[config.mk]
export PLATFORM = sky130hd
export DESIGN_NAME = data_mem_responder
export DESIGN_NICKNAME = d
export VERILOG_FILES = /design/src/rtl/data_mem_responder.sv
export SDC_FILE = /design/constraint.sdc
export NUM_CORES = 1
export LEC_CHECK = 0
export BUFFER_PORTS_ARGS = -buffer_cell sky130_fd_sc_hd__clkbuf_2
export CAP_MARGIN = 10
export CORE_UTILIZATION = 45
export DETAILED_ROUTE_END_ITERATION = 16
export PLACE_DENSITY = 0.8
export SLEW_MARGIN = 20
export SYNTH_ARGS = -nofsm -noshare
export SYNTH_HDL_FRONTEND = slang
export SYNTH_SLANG_ARGS = --single-unit
[constraint.sdc]
create_clock -name clk -period 4.56 [get_ports clk]
set_input_delay 0.456 -clock clk [delete_from_list [all_inputs] [get_ports clk]]
set_output_delay 0.456 -clock clk [all_outputs]
set_load 0.02 [all_outputs]
[src/rtl/data_mem_responder.sv]
// Serves MEM-stage load/store requests against a 16-bit asynchronous SRAM.
// Each 32-bit access runs as two halfword phases, low half first.
module data_mem_responder #(
  parameter logic [31:0] ADDR_BASE   = 32'd1024,
  parameter int          SRAM_AW     = 18,
  parameter int          WAIT_CYCLES = 2
) (
  input  logic               clk,
  input  logic               rst,
  input  logic               MEM_R_EN_in,
  input  logic               MEM_W_EN_in,
  input  logic [31:0]        ALU_result_in,
  input  logic [31:0]        ST_val,
  output logic [31:0]        Mem_read_value,
  output logic               ready,
  output logic               addr_err,
  output logic [SRAM_AW-1:0] sram_addr,
  output logic [15:0]        sram_dq_out,
  output logic               sram_dq_oe,
  input  logic [15:0]        sram_dq_in,
  output logic               sram_ce_n,
  output logic               sram_oe_n,
  output logic               sram_we_n,
  output logic [1:0]         dbg_state
);

  // Handshake: a request (MEM_R_EN_in or MEM_W_EN_in) is held stable by the
  // pipeline until ready pulses for one cycle; a request still high in the
  // cycle after ready starts a new access.

  typedef enum logic [1:0] {
    IDLE = 2'd0,
    LO   = 2'd1,
    HI   = 2'd2,
    DONE = 2'd3
  } state_t;

  localparam logic [3:0] LAST_WAIT = 4'(WAIT_CYCLES - 1);

  state_t             state, state_nxt;
  logic [3:0]         wait_cnt;
  logic               is_store;
  logic               err;
  logic [SRAM_AW-2:0] word_q;
  logic [31:0]        st_q;
  logic [15:0]        lo_q;

  logic        req;
  logic        req_err;
  logic        phase_end;
  logic [31:0] offset;
  logic [31:0] word_full;

  assign req       = MEM_R_EN_in | MEM_W_EN_in;
  assign offset    = ALU_result_in - ADDR_BASE;
  assign word_full = offset >> 2;
  assign req_err   = (ALU_result_in < ADDR_BASE) | (|word_full[31:SRAM_AW-1]);
  assign phase_end = (wait_cnt == LAST_WAIT);
  assign dbg_state = state;

  always_ff @(posedge clk) begin
    if (!rst) begin
      state          <= IDLE;
      wait_cnt       <= 4'd0;
      is_store       <= 1'b0;
      err            <= 1'b0;
      word_q         <= '0;
      st_q           <= 32'd0;
      lo_q           <= 16'd0;
      Mem_read_value <= 32'd0;
    end else begin
      state <= state_nxt;
      if ((state == LO || state == HI) && !phase_end)
        wait_cnt <= wait_cnt + 4'd1;
      else
        wait_cnt <= 4'd0;

      if (state == IDLE && req) begin
        is_store <= MEM_W_EN_in;
        err      <= req_err;
        word_q   <= word_full[SRAM_AW-2:0];
        st_q     <= ST_val;
        // An out-of-range load completes with zero data.
        if (!MEM_W_EN_in && req_err)
          Mem_read_value <= 32'd0;
      end

      if (state == LO && phase_end && !is_store)
        lo_q <= sram_dq_in;
      if (state == HI && phase_end && !is_store)
        Mem_read_value <= {sram_dq_in, lo_q};
    end
  end

  always_comb begin
    state_nxt   = state;
    ready       = 1'b0;
    addr_err    = 1'b0;
    sram_addr   = '0;
    sram_dq_out = 16'd0;
    sram_dq_oe  = 1'b0;
    sram_ce_n   = 1'b1;
    sram_oe_n   = 1'b1;
    sram_we_n   = 1'b1;
    case (state)
      IDLE: begin
        if (req)
          state_nxt = req_err ? DONE : LO;
      end
      LO: begin
        sram_ce_n = 1'b0;
        sram_addr = {word_q, 1'b0};
        if (is_store) begin
          sram_we_n   = 1'b0;
          sram_dq_oe  = 1'b1;
          sram_dq_out = st_q[15:0];
        end else begin
          sram_oe_n = 1'b0;
        end
        if (phase_end)
          state_nxt = HI;
      end
      HI: begin
        sram_ce_n = 1'b0;
        sram_addr = {word_q, 1'b1};
        if (is_store) begin
          sram_dq_out = st_q[31:16];
          // First HI cycle is a write-strobe gap between the two halves.
          if (wait_cnt != 4'd0) begin
            sram_we_n  = 1'b0;
            sram_dq_oe = 1'b1;
          end
        end else begin
          sram_oe_n = 1'b0;
        end
        if (phase_end)
          state_nxt = DONE;
      end
      DONE: begin
        ready     = 1'b1;
        addr_err  = err;
        state_nxt = IDLE;
      end
      default: state_nxt = IDLE;
    endcase
  end

endmodule

Yosys cells after proc, flatten, opt, wreduce, memory -nomap -nowiden
Index checks and enable logic that the tools add are counted.
{"block": "word_totals", "register_bits": 105, "inputBits": 84, "out_inout_bits": 74, "word_cells": 64}
{"block": "op_classes", "add_sub_neg": 2, "magnitude_cmp": 1, "eq_ne": 7, "muxes": 24, "bitwise": 2, "reduce_logical": 20}
{"operator": "32-bit two-way mux", "n": 3}
{"operator": "18-bit one-hot mux with 2 select lines", "n": 1}
{"operator": "32-bit by 11-bit < comparator with 1-bit output (second input constant)", "n": 1}
{"operator": "16-bit two-way mux", "n": 2}
{"operator": "16-bit one-hot mux with 2 select lines", "n": 1}
{"operator": "32-bit by 11-bit subtractor with 32-bit output (second input constant)", "n": 1}
{"operator": "13-bit OR reduction", "n": 1}
{"operator": "1-bit two-way mux", "n": 10}
{"operator": "2-bit two-way mux", "n": 4}
{"operator": "2-bit one-hot mux with 4 select lines", "n": 1}
{"operator": "1-bit logical AND", "n": 7}
{"operator": "2-bit inequality test (second input constant)", "n": 3}
{"operator": "4-bit by 1-bit adder with 4-bit output (second input constant)", "n": 1}
{"operator": "2-bit equality test (second input constant)", "n": 2}
{"operator": "4-bit by 1-bit equality test with 1-bit output (second input constant)", "n": 1}
{"operator": "1-bit one-hot mux with 2 select lines", "n": 2}
{"operator": "2-bit AND reduction", "n": 2}
{"operator": "2-bit nonzero test", "n": 2}
{"operator": "4-bit nonzero test", "n": 1}
{"operator": "1-bit zero test", "n": 3}
{"operator": "3-bit AND reduction", "n": 1}
{"operator": "2-bit by 1-bit equality test with 1-bit output (second input constant)", "n": 1}
{"operator": "2-bit zero test", "n": 1}
{"operator": "1-bit bitwise OR", "n": 2}
{"operator": "other kinds (2)", "n": 2}

Logic depth before layout (Yosys ltp)
Gate-level depths: netlist (run 1).
{"block": "depth", "ltp_word": 7, "ltp_mapped": 10}

Worst setup path after synthesis (run 1)
Ideal clock, no wire load.
{"block": "synth_timing", "kind": "input to register", "start": "in ALU_result_in[26]", "end": "reg Mem_read_value[10]", "setup_time_ns": 0.067, "arrival_time_ns": 2.626, "t_required_ns": 4.493, "setup_slack_ns": 1.867, "cell_stages": 7, "path_cell_list": "or4_1 > or3_1 > o41ai_2 > nand4_1 > or4b_4 > buf_6 > o21ai_2"}
{"block": "synth_between", "elab_chain_cells": 6, "elab_cells_between_ends": 7}
{"element": "start: declaration", "line_no": "12", "source": "input logic [31:0] ALU_result_in,"}
{"element": "32-bit by 11-bit subtractor with 32-bit output", "line_no": "55", "source": "assign offset = ALU_result_in - ADDR_BASE;"}
{"element": "13-bit OR reduction", "line_no": "57", "source": "assign req_err = (ALU_result_in < ADDR_BASE) | (|word_full[31:SRAM_AW-1]);"}
{"element": "1-bit bitwise OR (*)", "line_no": "57"}
{"element": "1-bit logical AND (*)", "line_no": "84", "source": "if (!MEM_W_EN_in && req_err)"}
{"element": "2-bit nonzero test (no line) (*)"}
{"element": "2-bit AND reduction (no line) (*)"}
{"element": "end signal: assignment", "line_no": "91", "source": "Mem_read_value <= {sram_dq_in, lo_q};"}
{"element": "end: declaration", "line_no": "14", "source": "output logic [31:0] Mem_read_value,"}
Every way passes the cells marked *; elsewhere a longest branch is shown, timed or not.
A chain may end at the register's enable or synchronous reset.

Worst setup path in the final report (run 1)
{"block": "layout_timing", "start": "reg state[0] (netlist: dbg_state[0])", "end": "out sram_dq_out[9]"}
{"block": "layout_between", "elab_chain_cells": 2, "elab_cells_between_ends": 3}
{"element": "start: declaration", "line_no": "40", "source": "state_t state, state_nxt;"}
{"element": "start signal: assignment", "line_no": "72", "source": "state <= state_nxt;"}
{"element": "2-bit equality test / 2-bit by 1-bit equality test with 1-bit output (equally long branches)", "line_no": "105", "source": "case (state)"}
{"element": "16-bit one-hot mux with 2 select lines (*)", "line_no": "105"}
{"element": "end: declaration", "line_no": "18", "source": "output logic [15:0] sram_dq_out,"}
Marks and branches as above.

==> results of run 1 <==
==> registers in the layout, indices dropped and copies added (netlist names) <==
register	count
lo_q	16
err	1
Mem_read_value	32
is_store	1
st_q	32
wait_cnt	4
dbg_state	2
word_q	17
==> cells by family (layout without fill, tap and decap cells) <==
| group | Yosys count | count (layout) |
|---|---|---|
| and+or+nand+nor | 289 | 289 |
| AOI/OAI and AO/OA | 167 | 167 |
| DFF | 105 | 105 |
| buffers and inverters | 62 | 187 |
| adders and majority gates | 8 | 8 |
| xor gates and xnor gates | 8 | 8 |
| muxes | 2 | 2 |
==> stage by stage <==
| step | worst slack, ns | cell area, µm² | cells | utilization (%) |
|---|---|---|---|---|
| global placement | 1.49 | 5830 | 890 | 53.6 |
| detailed placement | 1.45 | 5830 | 890 | 53.6 |
| global route | 1.17 | 6060 | 906 | 55.6 |
| finish | 1.41 | 6060 | 906 | 55.6 |
| floorplan | 1.87 | 5050 | 641 | - |
| CTS | 1.36 | 6060 | 906 | 55.6 |
==> final cells by class <==
cell class              count  area [µm²]  share of cell area, %
multi-input cells         474        2700                   44.6
clock buffers              10         138                   2.27
clock inverters             6        83.8                   1.38
inverters                  11        41.3                  0.682
flip-flops and latches    105        2100                   34.7
well taps                 140         175                   2.89
repair buffers            160         816                   13.5
==> metal layers <==
metal  vias up  track usage, %  share of wire, %
met5         -               0                 0
met4         0            5.87               1.4
met3        13            5.36               5.5
met2       120            33.6                46
met1      2111            27.3                47
li1       2422               -                 -
==> cells in the mapped netlist, types with 2 or more instances <==
master and count:
nand2b_1 2, a21boi_0 57, nand3_1 5, buf_1 3
nor3_1 3, o21ai_1 11, or2_2 2, and3_1 20
or4_1 2, buf_6 3, ha_1 8, inv_1 11
or3_1 2, clkbuf_1 45, nand4_1 2, o211a_1 9
nor2_1 15, o211ai_1 32, o21ai_0 6, xnor2_1 4
dfxtp_1 105, xor2_1 4, o41ai_1 2, o21ai_2 20
a31oi_1 3, and2_1 2, a22o_1 16, nand2_1 230
==> where the power goes <==
group,total (W),internal [W],switching (W),leakage [nW]
logic,0.000932,0.000307,0.000625,1.84
registers,0.00117,0.00108,0.0000918,0.857
clock network,0.000622,0.000282,0.000340,0.112
==> worst max-delay path by stage <==
stage                      start            endpoint  slack, ns
3_3_place_gp   ALU_result_in[26]  Mem_read_value[25]       1.49
4_1_cts             dbg_state[0]     sram_dq_out[14]       1.36
5_1_grt             dbg_state[0]      sram_dq_out[1]       1.17
2_1_floorplan  ALU_result_in[26]  Mem_read_value[10]       1.87
6_report            dbg_state[0]      sram_dq_out[9]       1.41
3_5_place_dp   ALU_result_in[26]  Mem_read_value[25]       1.45
==> worst min-delay path, delay by kind of cell <==
family                 cells  cell delay, ns
and+or+nand+nor            1            0.04
buffers and inverters      1            0.08
AOI/OAI and AO/OA          1            0.06
==> run_results.csv, run 1 <==
group,metric,value,unit
detailed_routing,route.detailed.drc,0,
outcome,status,"complete, no violations",
clocking,post-cts-setup-buffers,0,
sta,finalHoldViolCount,0,
yosys,netlist_area,0.00505,mm²
floorplan,fp.dieW,108,µm
global_route,first_global_vias,4098,
critical_path,rr_worst_depth,6,
yosys,synth_xor_area_share,1.39,%
detailed_routing,dr.pass1.iters,4,
flow_run,drv_cap,0,
power,powerDensity,450,mW/mm²
critical_path,path_depth,5,
critical_path,worst_path_max_delay_cell,"and3_1",
critical_path,crit_fanout,24,
placement,port_buffers,155,
sta,fmax,0.317,GHz
sta,period_minus_slack,3.15,ns
yosys,synthCells,641,
sta,tns,0,ns
yosys,yosysWarningCount,0,
yosys,synth_adder_area_share,1.98,%
detailed_routing,drt_iter0_drc,353,
clocking,cts_tree,"yes",
critical_path,slowest_delay,0.70,ns
yosys,synth_fp_nets,733,
clocking,cts_buffers,9,
power,p_total,0.00272,W
global_route,grtUsageTotal,20.8,%
sta,hold_slack,0.311,ns
global_route,grt-ovfl-total,0,
power,ir_drop,0.285,mV
sta,slew_headroom,40.3,%
global_route,antenna_found_initial,0,
global_route,grt_max_degree,102,
yosys,ys_ff_latch,105,
clocking,cts-root-buf,"clkbuf_8",
hold_path,holdPathStages,3,
detailed_routing,wl,12000,µm
yosys,synth_flop_cell,"dfxtp_1",
critical_path,path_class,"reg2out",
detailed_routing,ant_nets,0,
floorplan,io_pins,158,
clocking,h-tree-depth,3,
yosys,synth_top_family_by_area,"compound AO/OA/AOI/OAI gates",
critical_path,arrival,2.70,ns
floorplan,rows,38,
power,p_leak,2.81,nW
sta,drv_slew,0,
yosys,synth_edf_count,0,
floorplan,dieArea,0.0117,mm²
floorplan,start_util,46.4,%
critical_path,reg2reg_slack,2.05,ns
clocking,clkTransAtPathRegs,0.11,ns
global_route,grt_pass1_wl,19400,µm
critical_path,path_buf_inv,2,
yosys,synth.area.mux_share,0.421,%
final_layout,fillers,1013,
yosys,ys_top_cells_by_area,"dfxtp_1, nand2_1, a21boi_0, o211ai_1, o21ai_2",
yosys,avgSynthCellArea,7.88,µm²
clocking,ctsHoldBuffers,0,
critical_path,worstReg2RegEnd,"Mem_read_value[25]",
yosys,async_flop_share,0,%
detailed_routing,avgRoutedWirePerCell,13.2,µm
critical_path,critPathLaunchType,"flip-flop",
critical_path,required,4.10,ns
critical_path,endpoint_kind,"output port",
final_layout,final_common_cell,"nand2_1",
floorplan,core_area,0.0109,mm²
final_layout,drive_gt1_share,26.8,%
sta,setup_viol,0,
hold_path,min_path_type,"in2reg",
sta,rsz0062_at_grt,"false",
yosys,synth.top_cell.area_share,41.6,%
placement,place_hpwl,8100,µm
placement,gp_congestion,0.742,
yosys,yosys.area_share.simple,24.0,%
final_layout,layout_common_cells,"nand2_1, clkbuf_2, dfxtp_1, a21boi_0, o211ai_1",
clocking,clock_path_buffers,2,
hold_path,holdCritStartpoint,"ALU_result_in[6]",
sta,tightestPinTransition,0.895,ns
yosys,synth_compound_area_share,25.5,%
yosys,synth_cell_types,45,
critical_path,cp_top_family,"simple AND/OR/NAND/NOR gates",
clocking,cts_sinks,105,
detailed_routing,drt-vias-per-instance,5.15,
sta,post-route-period-util,69.1,%
final_layout,nets,853,
critical_path,r2r_start,"dbg_state[0]",
floorplan,fp.dieH,108,µm
clocking,clk_latency,0.37,ns
final_layout,n_antenna_cell,0,
sta,skew,0.0186,ns
yosys,yosysTopAreaCell,"dfxtp_1",
final_layout,areaGrowthSynthToFinish,19.9,%
critical_path,crit_chain,"inv_1, ha_1, and3_1, a22o_1, clkbuf_2",
yosys,yosysSeqAreaShare,41.6,%
clocking,cts_resized,0,
hold_path,hold_path_end,"word_q[4]",
detailed_routing,dr_total_vias,4666,
Note: power is estimated with default switching activity, not from simulation.
==> run 2: changes to the inputs <==
- clock period: 4.56 -> 3 ns (I/O delays scaled with it)
==> run_results.csv, run 2 (synthesis gave the netlist of run 1 again) <==
group,metric,value,unit
critical_path,worst_path_max_delay_cell,"or4b_4",
critical_path,crit_fanout,32,
floorplan,fp.dieH,108,µm
final_layout,layout_common_cells,"nand2_1, clkbuf_2, dfxtp_1, a21boi_0, o211ai_1",
floorplan,dieArea,0.0117,mm²
floorplan,start_util,46.4,%
sta,finalHoldViolCount,0,
global_route,antenna_found_initial,0,
clocking,cts_buffers,9,
placement,port_buffers,155,
floorplan,fp.dieW,108,µm
final_layout,reg_top3,"Mem_read_value x32, st_q x32, word_q x17",
detailed_routing,dr_total_vias,4715,
critical_path,cp_top_family,"simple AND/OR/NAND/NOR gates",
detailed_routing,wl,12100,µm
hold_path,min_path_type,"in2reg",
final_layout,finalInstanceArea,0.00605,mm²
clocking,cts_tree,"yes",
clocking,cts_resized,0,
floorplan,rows,38,
clocking,h-tree-depth,3,
global_route,grt-ovfl-total,0,
clocking,cts_sinks,105,
final_layout,drive_gt1_share,27.1,%
final_layout,final_common_cell,"nand2_1",
clocking,ctsHoldBuffers,0,
final_layout,nets,857,
detailed_routing,drt_iter0_drc,329,
power,p_total,0.00404,W
sta,setup_viol,0,
flow_run,drv_cap,0,
sta,slew_headroom,51.6,%
detailed_routing,ant_nets,0,
clocking,clkTransAtPathRegs,0.11,ns
critical_path,critPathLaunchType,"input pin",
global_route,grt_max_degree,80,
clocking,post-cts-setup-buffers,0,
floorplan,io_pins,158,
sta,tns,0,ns
critical_path,path_buf_inv,1,
critical_path,path_class,"in2reg",
clocking,clk_latency,0.37,ns
placement,gp_congestion,0.779,
sta,skew,0.0200,ns
global_route,grtUsageTotal,20.7,%
placement,postPlaceCellArea,0.00586,mm²
critical_path,crit_chain,"clkbuf_2, or4_1, or3_1, o41ai_2, nand4_1, or4b_4, o21ai_0",
critical_path,endpoint_kind,"flip-flop",
sta,tightestPinTransition,0.726,ns
sta,fmax,0.390,GHz
power,p_leak,2.81,nW
power,ir_drop,0.419,mV
sta,drv_slew,0,
placement,place_hpwl,8450,µm
sta,rsz0062_at_grt,"false",
clocking,cts-root-buf,"clkbuf_8",
sta,period_minus_slack,2.56,ns
detailed_routing,route.detailed.drc,0,
clocking,clock_path_buffers,2,
detailed_routing,avgRoutedWirePerCell,13.3,µm
final_layout,n_antenna_cell,0,
global_route,grt_pass1_wl,19200,µm
sta,hold_slack,0.150,ns
critical_path,slowest_delay,0.82,ns
sta,post-route-period-util,85.4,%
outcome,status,"complete, no violations",
detailed_routing,dr.pass1.iters,4,
floorplan,core_area,0.0109,mm²
critical_path,required,3.30,ns
global_route,first_global_vias,4005,
final_layout,areaGrowthSynthToFinish,19.8,%
critical_path,arrival,2.86,ns
detailed_routing,drt-vias-per-instance,5.18,
power,powerDensity,668,mW/mm²
run 2: cell count changes in the layout (fill, tap and decap cells not counted):
cell / delta
buf_4: +4
bufinv_16: -1
clkinv_2: +2
clkinv_4: -2
clkinv_8: -1
clkinvlp_4: +1
inv_6: +1
run 2: where the power goes:
part	leakage, nW	switching [W]	total (W)	internal [W]
Sequential	0.857	0.000141	0.00178	0.00164
Clock	0.0950	0.000497	0.000831	0.000334
Combinational	1.86	0.000956	0.00143	0.000476
run 2: final cells by class:
cell class                 count  area, µm²
timing repair buffer         164        846
fill                        1038       4840
clock buffer                  10        138
inverter                      11       41.3
clock inverter                 6       46.3
multi-input combinational    474       2700
sequential                   105       2100
tap                          140        175
run 2: routing by layer:
metal | GRT usage [%] | vias up | share of wire, %
met5 | 0 | - | 0
met1 | 27.0 | 2135 | 46
met3 | 5.12 | 17 | 5.6
li1 | - | 2436 | -
met4 | 7.34 | 0 | 1.9
met2 | 33.1 | 127 | 47
run 2: worst reg2reg max path, cell delays in order, from the launching register on:
cell      delay (ns)
dfxtp_1         0.36
inv_1           0.09
ha_1            0.29
o21a_2          0.46
nand2b_1        0.10
buf_4           0.25
nand2_1         0.12
nand2_1         0.06
o211ai_1        0.14
o21ai_2         0.07
run 2: through the flow:
stage          util [%]  cells  worst slack [ns]
4_1_cts            55.6    910             0.412
6_report           55.6    910             0.438
3_3_place_gp       53.9    894             0.109
5_1_grt            55.6    910             0.340
2_1_floorplan         -    641             0.463
3_5_place_dp       53.9    894            0.0193
run 2: worst paths after layout:
check / from / to / slack, ns / cells after the start
worst min-delay path: ALU_result_in[4] / word_q[2] / 0.15 / 3
worst min register to register: st_q[4] / st_q[4] / 0.47 / 2
worst max register to register: dbg_state[0] / Mem_read_value[23] / 0.93 / 9
worst max-delay path: ALU_result_in[26] / Mem_read_value[24] / 0.44 / 7
==> run 3: changes to the inputs <==
--- a/constraint.sdc
+++ b/constraint.sdc
@@ -3,2 +3,2 @@
 set_output_delay 0.3 -clock clk [all_outputs]
-set_load 0.02 [all_outputs]
+set_load 0.01 [all_outputs]
==> run_results.csv, run 3 (synthesis gave the netlist of run 1 again) <==
group,metric,value,unit
outcome,status,"complete, no violations",
clocking,clk_latency,0.37,ns
placement,postPlaceCellArea,0.00587,mm²
detailed_routing,drt_iter0_drc,267,
sta,tightestPinTransition,0.684,ns
critical_path,required,2.70,ns
critical_path,r2r_start,"dbg_state[0]",
floorplan,start_util,46.4,%
final_layout,reg_top3,"Mem_read_value x32, st_q x32, word_q x17",
clocking,cts-root-buf,"clkbuf_8",
critical_path,arrival,2.21,ns
floorplan,fp.dieW,108,µm
clocking,cts_resized,0,
critical_path,cp_top_family,"simple AND/OR/NAND/NOR gates",
detailed_routing,ant_nets,0,
critical_path,path_class,"reg2out",
final_layout,nets,855,
final_layout,layout_common_cells,"nand2_1, clkbuf_2, dfxtp_1, a21boi_0, o211ai_1",
power,p_total,0.00403,W
clocking,cts_buffers,9,
clocking,ctsHoldBuffers,0,
sta,tns,0,ns
detailed_routing,wl,12100,µm
sta,rsz0062_at_grt,"false",
global_route,grt-ovfl-total,0,
hold_path,hold_path_end,"word_q[4]",
floorplan,rows,38,
sta,fmax,0.398,GHz
placement,gp_congestion,0.734,
global_route,grtUsageTotal,20.8,%
sta,skew,0.0174,ns
final_layout,final_common_cell,"nand2_1",
floorplan,io_pins,158,
power,ir_drop,0.357,mV
sta,post-route-period-util,83.7,%
sta,slew_headroom,54.4,%
critical_path,critPathLaunchType,"flip-flop",
clocking,clock_path_buffers,2,
placement,place_hpwl,8220,µm
clocking,clkTransAtPathRegs,0.11,ns
final_layout,finalInstanceArea,0.00608,mm²
clocking,cts_sinks,105,
final_layout,n_antenna_cell,0,
critical_path,worstReg2RegEnd,"dbg_state[1]",
clocking,cts_tree,"yes",
detailed_routing,avgRoutedWirePerCell,13.3,µm
critical_path,rr_worst_depth,7,
detailed_routing,highest_layer,"met4",
floorplan,dieArea,0.0117,mm²
power,powerDensity,663,mW/mm²
global_route,grt_max_degree,81,
detailed_routing,met1_length,5730,µm
global_route,grt_pass1_wl,19400,µm
critical_path,endpoint_kind,"output port",
detailed_routing,met3_length,594,µm
sta,drv_slew,0,
flow_run,drv_cap,0,
final_layout,fin_util,55.9,%
detailed_routing,dr.pass1.iters,4,
critical_path,crit_chain,"inv_1, ha_1, and3_1, a22o_1, clkbuf_2",
hold_path,holdPathStages,3,
sta,period_minus_slack,2.51,ns
hold_path,min_path_type,"in2reg",
final_layout,areaGrowthSynthToFinish,20.5,%
sta,setup_viol,0,
global_route,first_global_vias,3984,
floorplan,core_area,0.0109,mm²
clocking,post-cts-setup-buffers,0,
final_layout,drive_gt1_share,26.8,%
detailed_routing,drt-vias-per-instance,5.16,
hold_path,holdCritStartpoint,"ALU_result_in[6]",
power,p_leak,2.82,nW
critical_path,reg2reg_slack,0.98,ns
placement,port_buffers,155,
global_route,antenna_found_initial,0,
critical_path,worst_path_max_delay_cell,"and3_1",
critical_path,path_buf_inv,2,
critical_path,crit_fanout,17,
detailed_routing,dr_total_vias,4686,
clocking,h-tree-depth,3,
detailed_routing,wl_met2,5520,µm
sta,finalHoldViolCount,0,
detailed_routing,route.detailed.drc,0,
floorplan,fp.dieH,108,µm
critical_path,slowest_delay,0.60,ns
run 3: cell types whose count changed in the layout (fill, tap and decap cells not counted), sizes merged:
cell | before | now
buf | 10 | 8
clkinv | 2 | 0
bufinv | 0 | 1
clkbuf | 164 | 165
clkinvlp | 1 | 0
inv | 14 | 15
run 3: power by group:
group	switching (W)	leakage, nW	internal, W	total, W
clock network	0.000504	0.107	0.000425	0.000929
logic	0.000850	1.86	0.000476	0.00133
registers	0.000141	0.857	0.00164	0.00178
run 3: final cells by class:
class                           count  area, µm²
Fill cell                        1047       4800
Multi-Input combinational cell    474       2700
Sequential cell                   105       2100
Timing Repair Buffer              162        856
Tap cell                          140        175
Clock buffer                       11        141
Clock inverter                      5       67.6
Inverter                           11       41.3
run 3: per-layer routing:
layer | vias to the layer above | track usage [%]
li1 | 2428 | -
met1 | 2122 | 28.2
met2 | 120 | 32.3
met3 | 16 | 4.70
met4 | 0 | 7.63
met5 | - | 0
run 3: worst max-delay path by stage:
stage / from / depth (start not counted) / end
final: dbg_state[0] / 5 / sram_dq_out[14]
after floorplan: ALU_result_in[26] / 7 / Mem_read_value[10]
after CTS: dbg_state[0] / 5 / sram_dq_out[15]
after global placement: ALU_result_in[26] / 8 / Mem_read_value[24]
after global routing: dbg_state[1] / 5 / sram_dq_out[15]
after detailed placement: ALU_result_in[26] / 8 / Mem_read_value[24]
run 3: stage by stage:
stage	cells	hold WS (ns)	setup slack (ns)
2_1_floorplan	641	0.439	0.463
3_3_place_gp	892	0.448	0.246
3_5_place_dp	892	0.454	0.194
4_1_cts	908	0.137	0.446
5_1_grt	908	0.138	0.311
6_report	908	0.139	0.489
run 3: worst min-delay path: cells and delay by family:
family / cells / cell delay [ns]
buf+inv: 1 / 0.08
simple gates: 1 / 0.04
compound gates: 1 / 0.06
